[src/rtl/fetch_unit.sv]
// ============================================================================
// Module      : fetch_unit
// Description : rv32 instruction-fetch stage. It owns the PC, issues reads to
//               a 1-cycle synchronous ROM and buffers {pc, instr} pairs in a
//               credit-controlled queue toward IF/ID. A redirect flushes the
//               queue and any in-flight fetch.
// Revision    : 1.0 - initial release
// ============================================================================
`default_nettype none

module fetch_unit #(
    parameter int                ADDR_W   = 32,
    parameter int                INSTR_W  = 32,
    parameter logic [ADDR_W-1:0] RESET_PC = '0,
    parameter int                DEPTH    = 4
) (
    input  logic                       clk_i_FU,
    input  logic                       reset_i_FU,
    output logic [ADDR_W-1:0]          pc_addr_o_FU,
    output logic                       chip_enable_o_FU,
    input  logic [INSTR_W-1:0]         instr_i_FU,
    input  logic                       redirect_i_FU,
    input  logic [ADDR_W-1:0]          redirect_pc_i_FU,
    output logic [INSTR_W-1:0]         instr_o_FU,
    output logic [ADDR_W-1:0]          pc_o_FU,
    output logic                       valid_o_FU,
    input  logic                       ready_i_FU,
    output logic [$clog2(DEPTH):0]     count_o_FU
);

    localparam int c_PTR_W = $clog2(DEPTH);
    localparam int c_CNT_W = c_PTR_W + 1;

    logic [ADDR_W-1:0]  r_pc;
    logic [ADDR_W-1:0]  r_rpc;
    logic               r_inflight;
    logic [c_CNT_W-1:0] r_count;
    logic [c_PTR_W-1:0] r_wptr;
    logic [c_PTR_W-1:0] r_rptr;

    logic [INSTR_W-1:0] r_mem_instr [DEPTH];
    logic [ADDR_W-1:0]  r_mem_pc    [DEPTH];

    logic [c_CNT_W-1:0] w_occupancy;
    logic               w_issue;
    logic               w_valid;
    logic               w_push;
    logic               w_pop;

    // Occupancy counts the in-flight read so a returning response always has a slot.
    assign w_occupancy = r_count + c_CNT_W'(r_inflight);
    assign w_issue     = !reset_i_FU && !redirect_i_FU && (w_occupancy < c_CNT_W'(DEPTH));
    assign w_valid     = (r_count != '0);
    assign w_push      = r_inflight && !redirect_i_FU;
    assign w_pop       = w_valid && ready_i_FU && !redirect_i_FU;

    assign pc_addr_o_FU     = r_pc;
    assign chip_enable_o_FU = w_issue;
    assign valid_o_FU       = w_valid;
    assign count_o_FU       = r_count;
    assign instr_o_FU       = w_valid ? r_mem_instr[r_rptr] : '0;
    assign pc_o_FU          = w_valid ? r_mem_pc[r_rptr]    : '0;

    always_ff @(posedge clk_i_FU or posedge reset_i_FU) begin
        if (reset_i_FU) begin
            r_pc       <= RESET_PC;
            r_rpc      <= '0;
            r_inflight <= 1'b0;
            r_count    <= '0;
            r_wptr     <= '0;
            r_rptr     <= '0;
        end else if (redirect_i_FU) begin
            r_pc       <= {redirect_pc_i_FU[ADDR_W-1:2], 2'b00};
            r_inflight <= 1'b0;
            r_count    <= '0;
            r_wptr     <= '0;
            r_rptr     <= '0;
        end else begin
            r_inflight <= w_issue;
            if (w_issue) begin
                r_pc  <= r_pc + ADDR_W'(4);
                r_rpc <= r_pc;
            end
            if (w_push) begin
                r_wptr <= r_wptr + c_PTR_W'(1);
            end
            if (w_pop) begin
                r_rptr <= r_rptr + c_PTR_W'(1);
            end
            if (w_push && !w_pop) begin
                r_count <= r_count + c_CNT_W'(1);
            end else if (w_pop && !w_push) begin
                r_count <= r_count - c_CNT_W'(1);
            end
        end
    end

    // Queue storage is intentionally left uninitialised; outputs are gated by valid.
    always_ff @(posedge clk_i_FU) begin
        if (!reset_i_FU && w_push) begin
            r_mem_instr[r_wptr] <= instr_i_FU;
            r_mem_pc[r_wptr]    <= r_rpc;
        end
    end

endmodule

`default_nettype wire

[config.mk]
export PLATFORM = sky130hd
export DESIGN_NAME = fetch_unit
export DESIGN_NICKNAME = d
export VERILOG_FILES = /design/src/rtl/fetch_unit.sv
export SDC_FILE = /design/constraint.sdc
export NUM_CORES = 1
export LEC_CHECK = 0
export CAP_MARGIN = 20
export CORE_MARGIN = 5
export CORE_UTILIZATION = 40
export DETAILED_ROUTE_END_ITERATION = 10
export DONT_BUFFER_PORTS = 1
export GPL_ROUTABILITY_DRIVEN = 1
export PLACE_DENSITY = 0.51
export RECOVER_POWER = 50
export SLEW_MARGIN = 15
export SYNTH_ARGS = -nofsm -noshare
export SYNTH_HDL_FRONTEND = slang
export SYNTH_SLANG_ARGS = --single-unit
export TNS_END_PERCENT = 1
[constraint.sdc]
create_clock -name clk_i_FU -period 3.4 [get_ports clk_i_FU]
set_clock_uncertainty 0.05 [all_clocks]
set_input_delay 0.51 -clock clk_i_FU [delete_from_list [all_inputs] [get_ports clk_i_FU]]
set_output_delay 0.51 -clock clk_i_FU [all_outputs]
set_load 0.05 [all_outputs]
---- Word level (Yosys, flattened, before mapping) ----
Memories as Yosys holds them, arrays and structs flattened.
Cells that the tools add are included.
word-level totals
  latch bits .............................. 0
  memories kept ........................... 2
  flip-flop bits (word level) ............. 72
  memory bits (read-only) ................. 0
  memory bits (writable) .................. 256
  word-level logic and storage cells ...... 48
memory list
  memory       words  width  rd ports  clocked after Yosys merged registers in  wr ports  line  text
  r_mem_instr  4      32     1         0                                        1         41    logic [INSTR_W-1:0] r_mem_instr [DEPTH];
  r_mem_pc     4      32     1         0                                        1         42    logic [ADDR_W-1:0] r_mem_pc [DEPTH];
cells by class
  multiply operators ...................... 0
  reductions and logical operators ........ 18
  $add $sub $neg .......................... 6
  shift operators ......................... 0
  muxes and demuxes ....................... 14
  bitwise logic cells ..................... 1
  equal/unequal tests ..................... 0
  $lt $le $gt $ge ......................... 1
  div/mod/pow operators ................... 0
operators by type and width
  kind                   number
  $mux 32                4
  $add 32x3->32 const B  1
  $mux 3                 3
  $logic_and 1x1->1      8
  $mux 2                 4
  $reduce_bool 2->1      3
  $reduce_bool 3->1      2
  $add 2x1->2 const B    2
  $logic_not 1->1        4
  $add 3x1->3            1
  $add 3x1->3 const B    1
  $lt 3x3->1 const B     1
  $mux 1                 3
  $sub 3x1->3 const B    1
  $reduce_and 2->1       1
  $not 1->1              1

---- Longest topological paths before layout ----
Gate-level depths: netlist of the first run.
  word-level depth ........................ 7
  depth in mapped cells ................... 8

---- Worst setup path before layout of the first run ----
Ideal clock, no wire load.
  kind .................................... input to register
  start ................................... input redirect_i_FU
  end ..................................... memory r_mem_instr[0][0], enable pin
  library setup time ...................... 0.427 ns
  slack ................................... 0.496 ns
  buffers on the path ..................... 1
  arrival ................................. 2.427 ns
  cell stages on the path ................. 4
  cells stage by stage .................... clkbuf_8 nand2b_1 nor2_1 and2_1
between the ends
  word-level cells in the longest chain between the ends .. 5
ends and longest elaborated chain
  element                       line  text
  from (decl)                   22    input logic redirect_i_FU,
  $logic_not 1->1               54    assign w_push = r_inflight && !redirect_i_FU;
  $logic_and 1x1->1             54
  $logic_and 1x1->1             100   if (!reset_i_FU && w_push) begin
  $mux 1                        100
  $mux 1 (not written as such)  101   r_mem_instr[r_wptr] <= instr_i_FU;
  to (decl)                     41
Every way passes these cells.

---- Worst setup path after layout of the first run ----
  start ................................... register r_count[2], in the netlist count_o_FU[2]
  end ..................................... output pc_o_FU[2]
between the ends
  word-level cells in the longest chain between the ends .. 2
ends and longest elaborated chain
  element                 line  text
  from (decl)             37    logic [c_CNT_W-1:0] r_count;
  from (signal assigned)  91    r_count <= r_count + c_CNT_W'(1);
  from (signal assigned)  93    r_count <= r_count - c_CNT_W'(1);
  $reduce_bool 3->1       53    assign w_valid = (r_count != '0);
  $mux 32                 62    assign pc_o_FU = w_valid ? r_mem_pc[r_rptr] : '0;
  to (decl)               25    output logic [ADDR_W-1:0] pc_o_FU,
Every way passes these cells.

==> results of run 1 <==
==> critical path: cells and delay by family (launching register included) <==
family,cells,cell delay [ps]
flops,1,770
buf+inv,1,280
simple gates,2,820
==> placed cells by master, fill, tap and decap left out, types with 10 or more instances in the layout <==
master,netlist,layout
edfxtp_1,248,248
nor2_1,12,12
mux2_2,33,33
clkbuf_16,0,37
dfrtp_1,68,66
nor3_1,16,14
and2_1,67,64
clkbuf_1,24,29
mux4_2,62,62
nand2_1,37,37
o21ai_0,27,27
xnor2_1,27,27
inv_1,10,10
==> timing repair <==
action,in CTS,in global routing
hold buffers,0,2
setup endpoints to repair,0,0
setup buffers,0,0
endpoints found under the hold margin,0,1
==> power breakdown <==
part	internal, mW	switching [mW]	total [mW]
clock network	2.24	1.38	3.62
logic	1.06	2.77	3.83
registers	4.64	0.469	5.11
==> registers in the layout, summed over array words and instances, names as in the netlist <==
| register | flops |
|---|---|
| count_o_FU | 3 |
| r_rptr | 2 |
| r_mem_instr | 128 |
| r_rpc | 30 |
| r_inflight | 1 |
| r_mem_pc | 120 |
| pc_addr_o_FU | 30 |
| r_wptr | 2 |
==> per-layer routing <==
layer  global-route usage [%]  vias up  routed length [µm]
met2                     25.3      186               13100
met1                     19.6     3244               11100
met5                        0        -                   0
li1                         -     2773                   -
met4                     4.26        0                 491
met3                     3.87       38                1800
==> synth_stat cells (all sizes together) <==
master  number
edfxtp     248
dfrtp       68
and2        67
mux4        62
nand2       37
mux2        33
o21ai       27
xnor2       27
clkbuf      25
buf         17
nor3        16
nor2        12
inv         10
nor4         9
nand3        7
xor2         6
ha           5
mux2i        4
nand4        4
nor3b        4
and3         3
and3b        2
and4         2
o31a         2
or3          2
a211oi       1
a21oi        1
and4b        1
and4bb       1
conb         1
fa           1
nand2b       1
nor4b        1
or2          1
or2b         1
or4          1
==> cell type report <==
class | count | area [µm²] | area share, %
Sequential cell | 316 | 9160 | 63.3
Multi-Input combinational cell | 345 | 3350 | 23.2
Clock buffer | 52 | 992 | 6.86
Tap cell | 402 | 503 | 3.48
Timing Repair Buffer | 34 | 297 | 2.05
Clock inverter | 11 | 123 | 0.848
Inverter | 10 | 37.5 | 0.260
Antenna cell | 1 | 2.50 | 0.0173
==> final timing paths <==
kind	slack, ps	cells after the start	startpoint	endpoint
worst max-delay path	420	3	count_o_FU[2]	pc_o_FU[2]
max in group asynchronous	770	2	reset_i_FU	r_rpc[7]
worst max register to register	500	4	r_inflight	r_mem_pc[1][2]
min in group asynchronous	360	1	reset_i_FU	pc_addr_o_FU[3]
worst min-delay path	40	1	redirect_i_FU	r_wptr[1]
worst min register to register	460	0	r_rpc[20]	r_mem_pc[1][20]
==> kinds of logic (layout without fill, tap and decap cells) <==
family,count (synthesis),in the layout
buffers and inverters,52,107
AO/OA/AOI/OAI,31,31
flip-flops,316,316
other,1,5
AND/OR/NAND/NOR,172,172
XOR/XNOR,33,33
multiplexers,99,99
adder cells (fa/ha/maj),6,6
==> flow_summary.toml, run 1 <==
[setup_path]
crit_fanout = 62
critPathCaptureType = "primary output"
path_class = "flip-flop to primary output"
worstPathRequired_ps = 2840
cpPeakStageDelay_ps = 770
arrival_ps = 2420
cp_slowest_cell = "dfrtp_1"
critPathLaunchType = "flip-flop"
crit_chain = "or3_2, buf_12, and2_1"

[detailed_routing]
ant_nets = 0
drt-total-wl_um = 26500
via_per_inst = 5.33
vias = 6241
drc = 0
drt_pass1_iterations = 5
drt_iter0_markers = 238
wl_per_cell_um = 22.7

[synthesis]
syn_avg_cell_area_um2 = 17.9
syn_inst = 710
synth_compound_area_share_pct = 1.30
syn-cell-area_mm2 = 0.0127
yosys.area_share.xor_xnor_pct = 2.27
synth_top_family_by_area = "multiplexers"
synth_seq_cells = 316
synthMuxAreaShare_pct = 14.2
netlist.area_leader.share_pct = 58.6
yosysUniqueCellTypes = 41
synthAdderAreaFrac_pct = 0.650
ys_seq_area_share_pct = 72.0
synth_top_area_cell = "edfxtp_1"
synth.area.top_cells = "edfxtp_1 59%, dfrtp_1 13%, mux4_2 11%"
synth-simple-area-share_pct = 7.66
yosysWarnings = 0

[grt]
grt_pass1_wl_um = 41200
antenna_found_initial = 0
grtUsageTotal_pct = 15.1
grt_pass1_vias = 6764
grt_max_degree = 68
grt_overflow_total = 0

[pwr]
vdd_drop_max_v = 0.000486
total_power_mw = 12.6
pwr_density_cell_mw_per_mm2 = 869
p_leak_nw = 4.79

[place]
dp_cells = 1105
placed_area_mm2 = 0.0134
gp_congestion = 0.799
place_ws_ps = 727
dp_hpwl_um = 16700
port_buffers = 0

[floorplan]
rows = 65
die-width_um = 188
dieArea_mm2 = 0.0354
die_h_um = 188
core_mm2 = 0.0315
ios = 169
start_util_pct = 40.4

[clock_network]
clk_path_buf_depth = 3
cts-resized-gates = 0
cts_tree = "done"
numClockSinks = 316
cts_root_buf = "clkbuf_16"
insertion_delay_ps = 500
clk_pin_slew_ps = 60
htreeDepth = 2
cts_made_buffers = 35

[sta]
worstMarginPinSlew_ps = 1630
maxSlewHeadroom_pct = -8.59
setup_viol = 0
final.setup.tns_ps = 0
timing.hold.ws_ps = 37.9
rsz0062_at_grt = "false"
period_share_pct = 87.7
finalMaxSlewViolations = 67
period_needed_ps = 2980
fin_ws_ps = 419
hold_viol_final = 0
max_freq_mhz = 335

[finish]
fill_cells = 2684
area_growth_pct = 13.8
fin_area_mm2 = 0.0145
final_net_count = 816
final_core_util_pct = 46.0
layout-drive-gt1-share_pct = 22.1
stdcell_count = 1171

[job]
maxCapViolCount = 2

[outcome]
status = "complete, but fails checks"
violations = "max-capacitance violations, max-slew violations"

[min_path]
hp-class = "input pin to flip-flop"
No activity file was read; power rests on OpenSTA's default activity.
==> run 2, diff against run 1 <==
--- a/config.mk
+++ b/config.mk
@@ -5,13 +5,15 @@
 export SDC_FILE = /design/constraint.sdc
 export NUM_CORES = 1
 export LEC_CHECK = 0
+export ABC_AREA = 1
 export CAP_MARGIN = 20
 export CORE_MARGIN = 5
-export CORE_UTILIZATION = 40
+export CORE_UTILIZATION = 30
+export CTS_BUF_LIST = sky130_fd_sc_hd__clkbuf_8 sky130_fd_sc_hd__clkbuf_16
 export DETAILED_ROUTE_END_ITERATION = 10
 export DONT_BUFFER_PORTS = 1
 export GPL_ROUTABILITY_DRIVEN = 1
-export PLACE_DENSITY = 0.51
+export PLACE_DENSITY = 0.41
 export RECOVER_POWER = 50
 export SLEW_MARGIN = 15
 export SYNTH_ARGS = -nofsm -noshare
==> flow_summary.toml, run 2 <==
[outcome]
status = "complete, but fails checks"
violations = "max-capacitance violations, max-slew violations"

[floorplan]
dieArea_mm2 = 0.0490
core_mm2 = 0.0442
rows = 77
die_h_um = 221
ios = 169
start_util_pct = 30.3
die-width_um = 221

[detailed_routing]
ant_nets = 0
drt_pass1_iterations = 4
drt_iter0_markers = 525
wl_per_cell_um = 17.9
vias = 9151
drc = 0
via_per_inst = 4.57
drt-total-wl_um = 35900

[clock_network]
htreeDepth = 2
insertion_delay_ps = 530
clk_path_buf_depth = 3
cts_root_buf = "clkbuf_16"
cts_setup_buffers = 0
cts_tree = "done"
numClockSinks = 316
cts_made_buffers = 38
clk_pin_slew_ps = 60
cts-resized-gates = 0

[synthesis]
ys.flop_type = "edfxtp_1"
yosysUniqueCellTypes = 29
yosysWarnings = 0
synth_top_area_cell = "edfxtp_1"
syn_inst = 1283
synth.most_common_cell = "nor2_1"
synthArstFlopShare_pct = 21.5
synth_seq_cells = 316
netlist.area_leader.share_pct = 55.5
syn_avg_cell_area_um2 = 10.5
synth_common_cells = "291 x nor2_1, 248 x edfxtp_1, 207 x nand2_1"
synth.area.top_cells = "edfxtp_1 56%, dfrtp_1 13%, nor2_1 8.1%"
syn-cell-area_mm2 = 0.0134
ys_seq_area_share_pct = 68.2
synth-edff-count = 248

[place]
dp_hpwl_um = 22300
placed_area_mm2 = 0.0147
gp_congestion = 0.758
port_buffers = 0
place_ws_ps = 766

[grt]
antenna_found_initial = 0
grt_pass1_wl_um = 55500
grtUsageTotal_pct = 14.4
grt_max_degree = 126
grt_overflow_total = 0
grt_pass1_vias = 9064

[finish]
layout-drive-gt1-share_pct = 11.2
top_regs = "r_mem_instr x128, r_mem_pc x120"
largest-register = "r_mem_instr"
fin_area_mm2 = 0.0162
final_common_cell = "nor2_1"
final_cell_mix = "287 x nor2_1, 248 x edfxtp_1, 207 x nand2_1"
area_growth_pct = 20.7
largest_register_ffs = 128
final_net_count = 1454
n_antenna_cell = 0

[setup_path]
critPathCaptureType = "primary output"
cpPeakStageDelay_ps = 590
crit_chain = "nor2_1, nand2_2, inv_2, buf_4, a21oi_1, buf_4"
cp_common_cell = "buf_4"
critPathLaunchType = "flip-flop"
arrival_ps = 2540
path_class = "flip-flop to primary output"
crit_fanout = 21
worstPathRequired_ps = 2840
cp_slowest_cell = "dfrtp_1"

[sta]
setup_viol = 0
period_share_pct = 91.3
hold_viol_final = 0
maxSlewHeadroom_pct = -35.8
fin_ws_ps = 295
max_freq_mhz = 322
period_needed_ps = 3100
finalMaxSlewViolations = 126
rsz0062_at_grt = "false"
worstMarginPinSlew_ps = 2040

[pwr]
p_leak_nw = 6.15
vdd_drop_max_v = 0.000312
pwr_density_cell_mw_per_mm2 = 745
total_power_mw = 12.1

[job]
maxCapViolCount = 2

[min_path]
hp-class = "input pin to flip-flop"
-- run 2: cell count changes after synthesis, moves of 60 or more --
| cell | before | now |
|---|---|---|
| nor2_1 | 12 | 291 |
| nand2_1 | 37 | 207 |
| o21ai_0 | 27 | 168 |
| and2_1 | 67 | 0 |
| a21oi_1 | 1 | 65 |
| mux4_2 | 62 | 0 |
| inv_1 | 10 | 70 |
-- run 2: critical path: cells and delay by family, from the launching register on --
kind	cells	cell delay, ps
buffers and inverters	3	960
AO/OA/AOI/OAI	1	120
flip-flops	1	590
AND/OR/NAND/NOR	2	300
-- run 2: final cells by class --
type | instances | area, µm²
Clock buffer | 43 | 1050
Clock inverter | 26 | 180
Sequential cell | 316 | 9150
Inverter | 75 | 283
Multi-Input combinational cell | 830 | 3710
Fill cell | 4448 | 28000
Timing Repair Buffer | 119 | 1060
Tap cell | 592 | 741
-- run 2: power breakdown --
part	switching (mW)	internal (mW)	total [mW]
clock	1.53	2.43	3.96
combinational	2.30	0.808	3.11
sequential	0.498	4.49	4.99
-- run 2: worst paths after layout --
path	from	end	slack [ps]	depth (start not counted)
max	count_o_FU[1]	instr_o_FU[13]	300	6
min	redirect_pc_i_FU[11]	pc_addr_o_FU[11]	50	2
max reg2reg	r_inflight	r_mem_instr[1][25]	580	3
min reg2reg	r_rpc[16]	r_mem_pc[1][16]	470	0
max in group asynchronous	reset_i_FU	r_rpc[5]	850	3
min in group asynchronous	reset_i_FU	count_o_FU[0]	770	2
-- run 2: per-layer routing --
| metal | GRT usage (%) | part of all wire, % | routed length, µm |
|---|---|---|---|
| met4 | 4.59 | 2.2 | 790 |
| met3 | 3.62 | 5.3 | 1900 |
| met2 | 22.9 | 46 | 16700 |
| met1 | 19.4 | 46 | 16500 |
| met5 | 0 | 0 | 0 |
-- run 2: cells by family (layout without fill, tap and decap cells) --
logic type      after synthesis  count (layout)  synth area share [%]
other cells                   1               4                0.0280
xor+xnor                      4               4                 0.261
fa+ha+maj                     6               6                 0.616
compound gates              253             253                  9.58
flops                       316             316                  68.2
simple gates                563             563                  16.9
buf+inv                     140             263                  4.44
-- run 2: per-stage QoR --
stage / hold slack, ps / instances / setup TNS (ps) / util (%)
after floorplan: 426 / 1286 / -168110 / -
after global placement: 457 / 1899 / 0 / 33.2
after detailed placement: 460 / 1899 / 0 / 33.2
after CTS: 11.5 / 2001 / 0 / 36.7
after global routing: 28.4 / 2001 / 0 / 36.6
final: 52.7 / 2001 / 0 / 36.6
-- run 2: timing repair --
action | CTS | global route
hold buffers | 33 | 0
hold endpoints to repair | 161 | 0
setup endpoints to repair | 0 | 0
==> run 3, diff against run 2 <==
--- a/config.mk
+++ b/config.mk
@@ -6,7 +6,7 @@
 export NUM_CORES = 1
 export LEC_CHECK = 0
 export ABC_AREA = 1
-export CAP_MARGIN = 20
+export CAP_MARGIN = 10
 export CORE_MARGIN = 5
 export CORE_UTILIZATION = 30
 export CTS_BUF_LIST = sky130_fd_sc_hd__clkbuf_8 sky130_fd_sc_hd__clkbuf_16
==> results of run 3 <==
The final DEF is identical to that of run 2; final timing and power are the same.
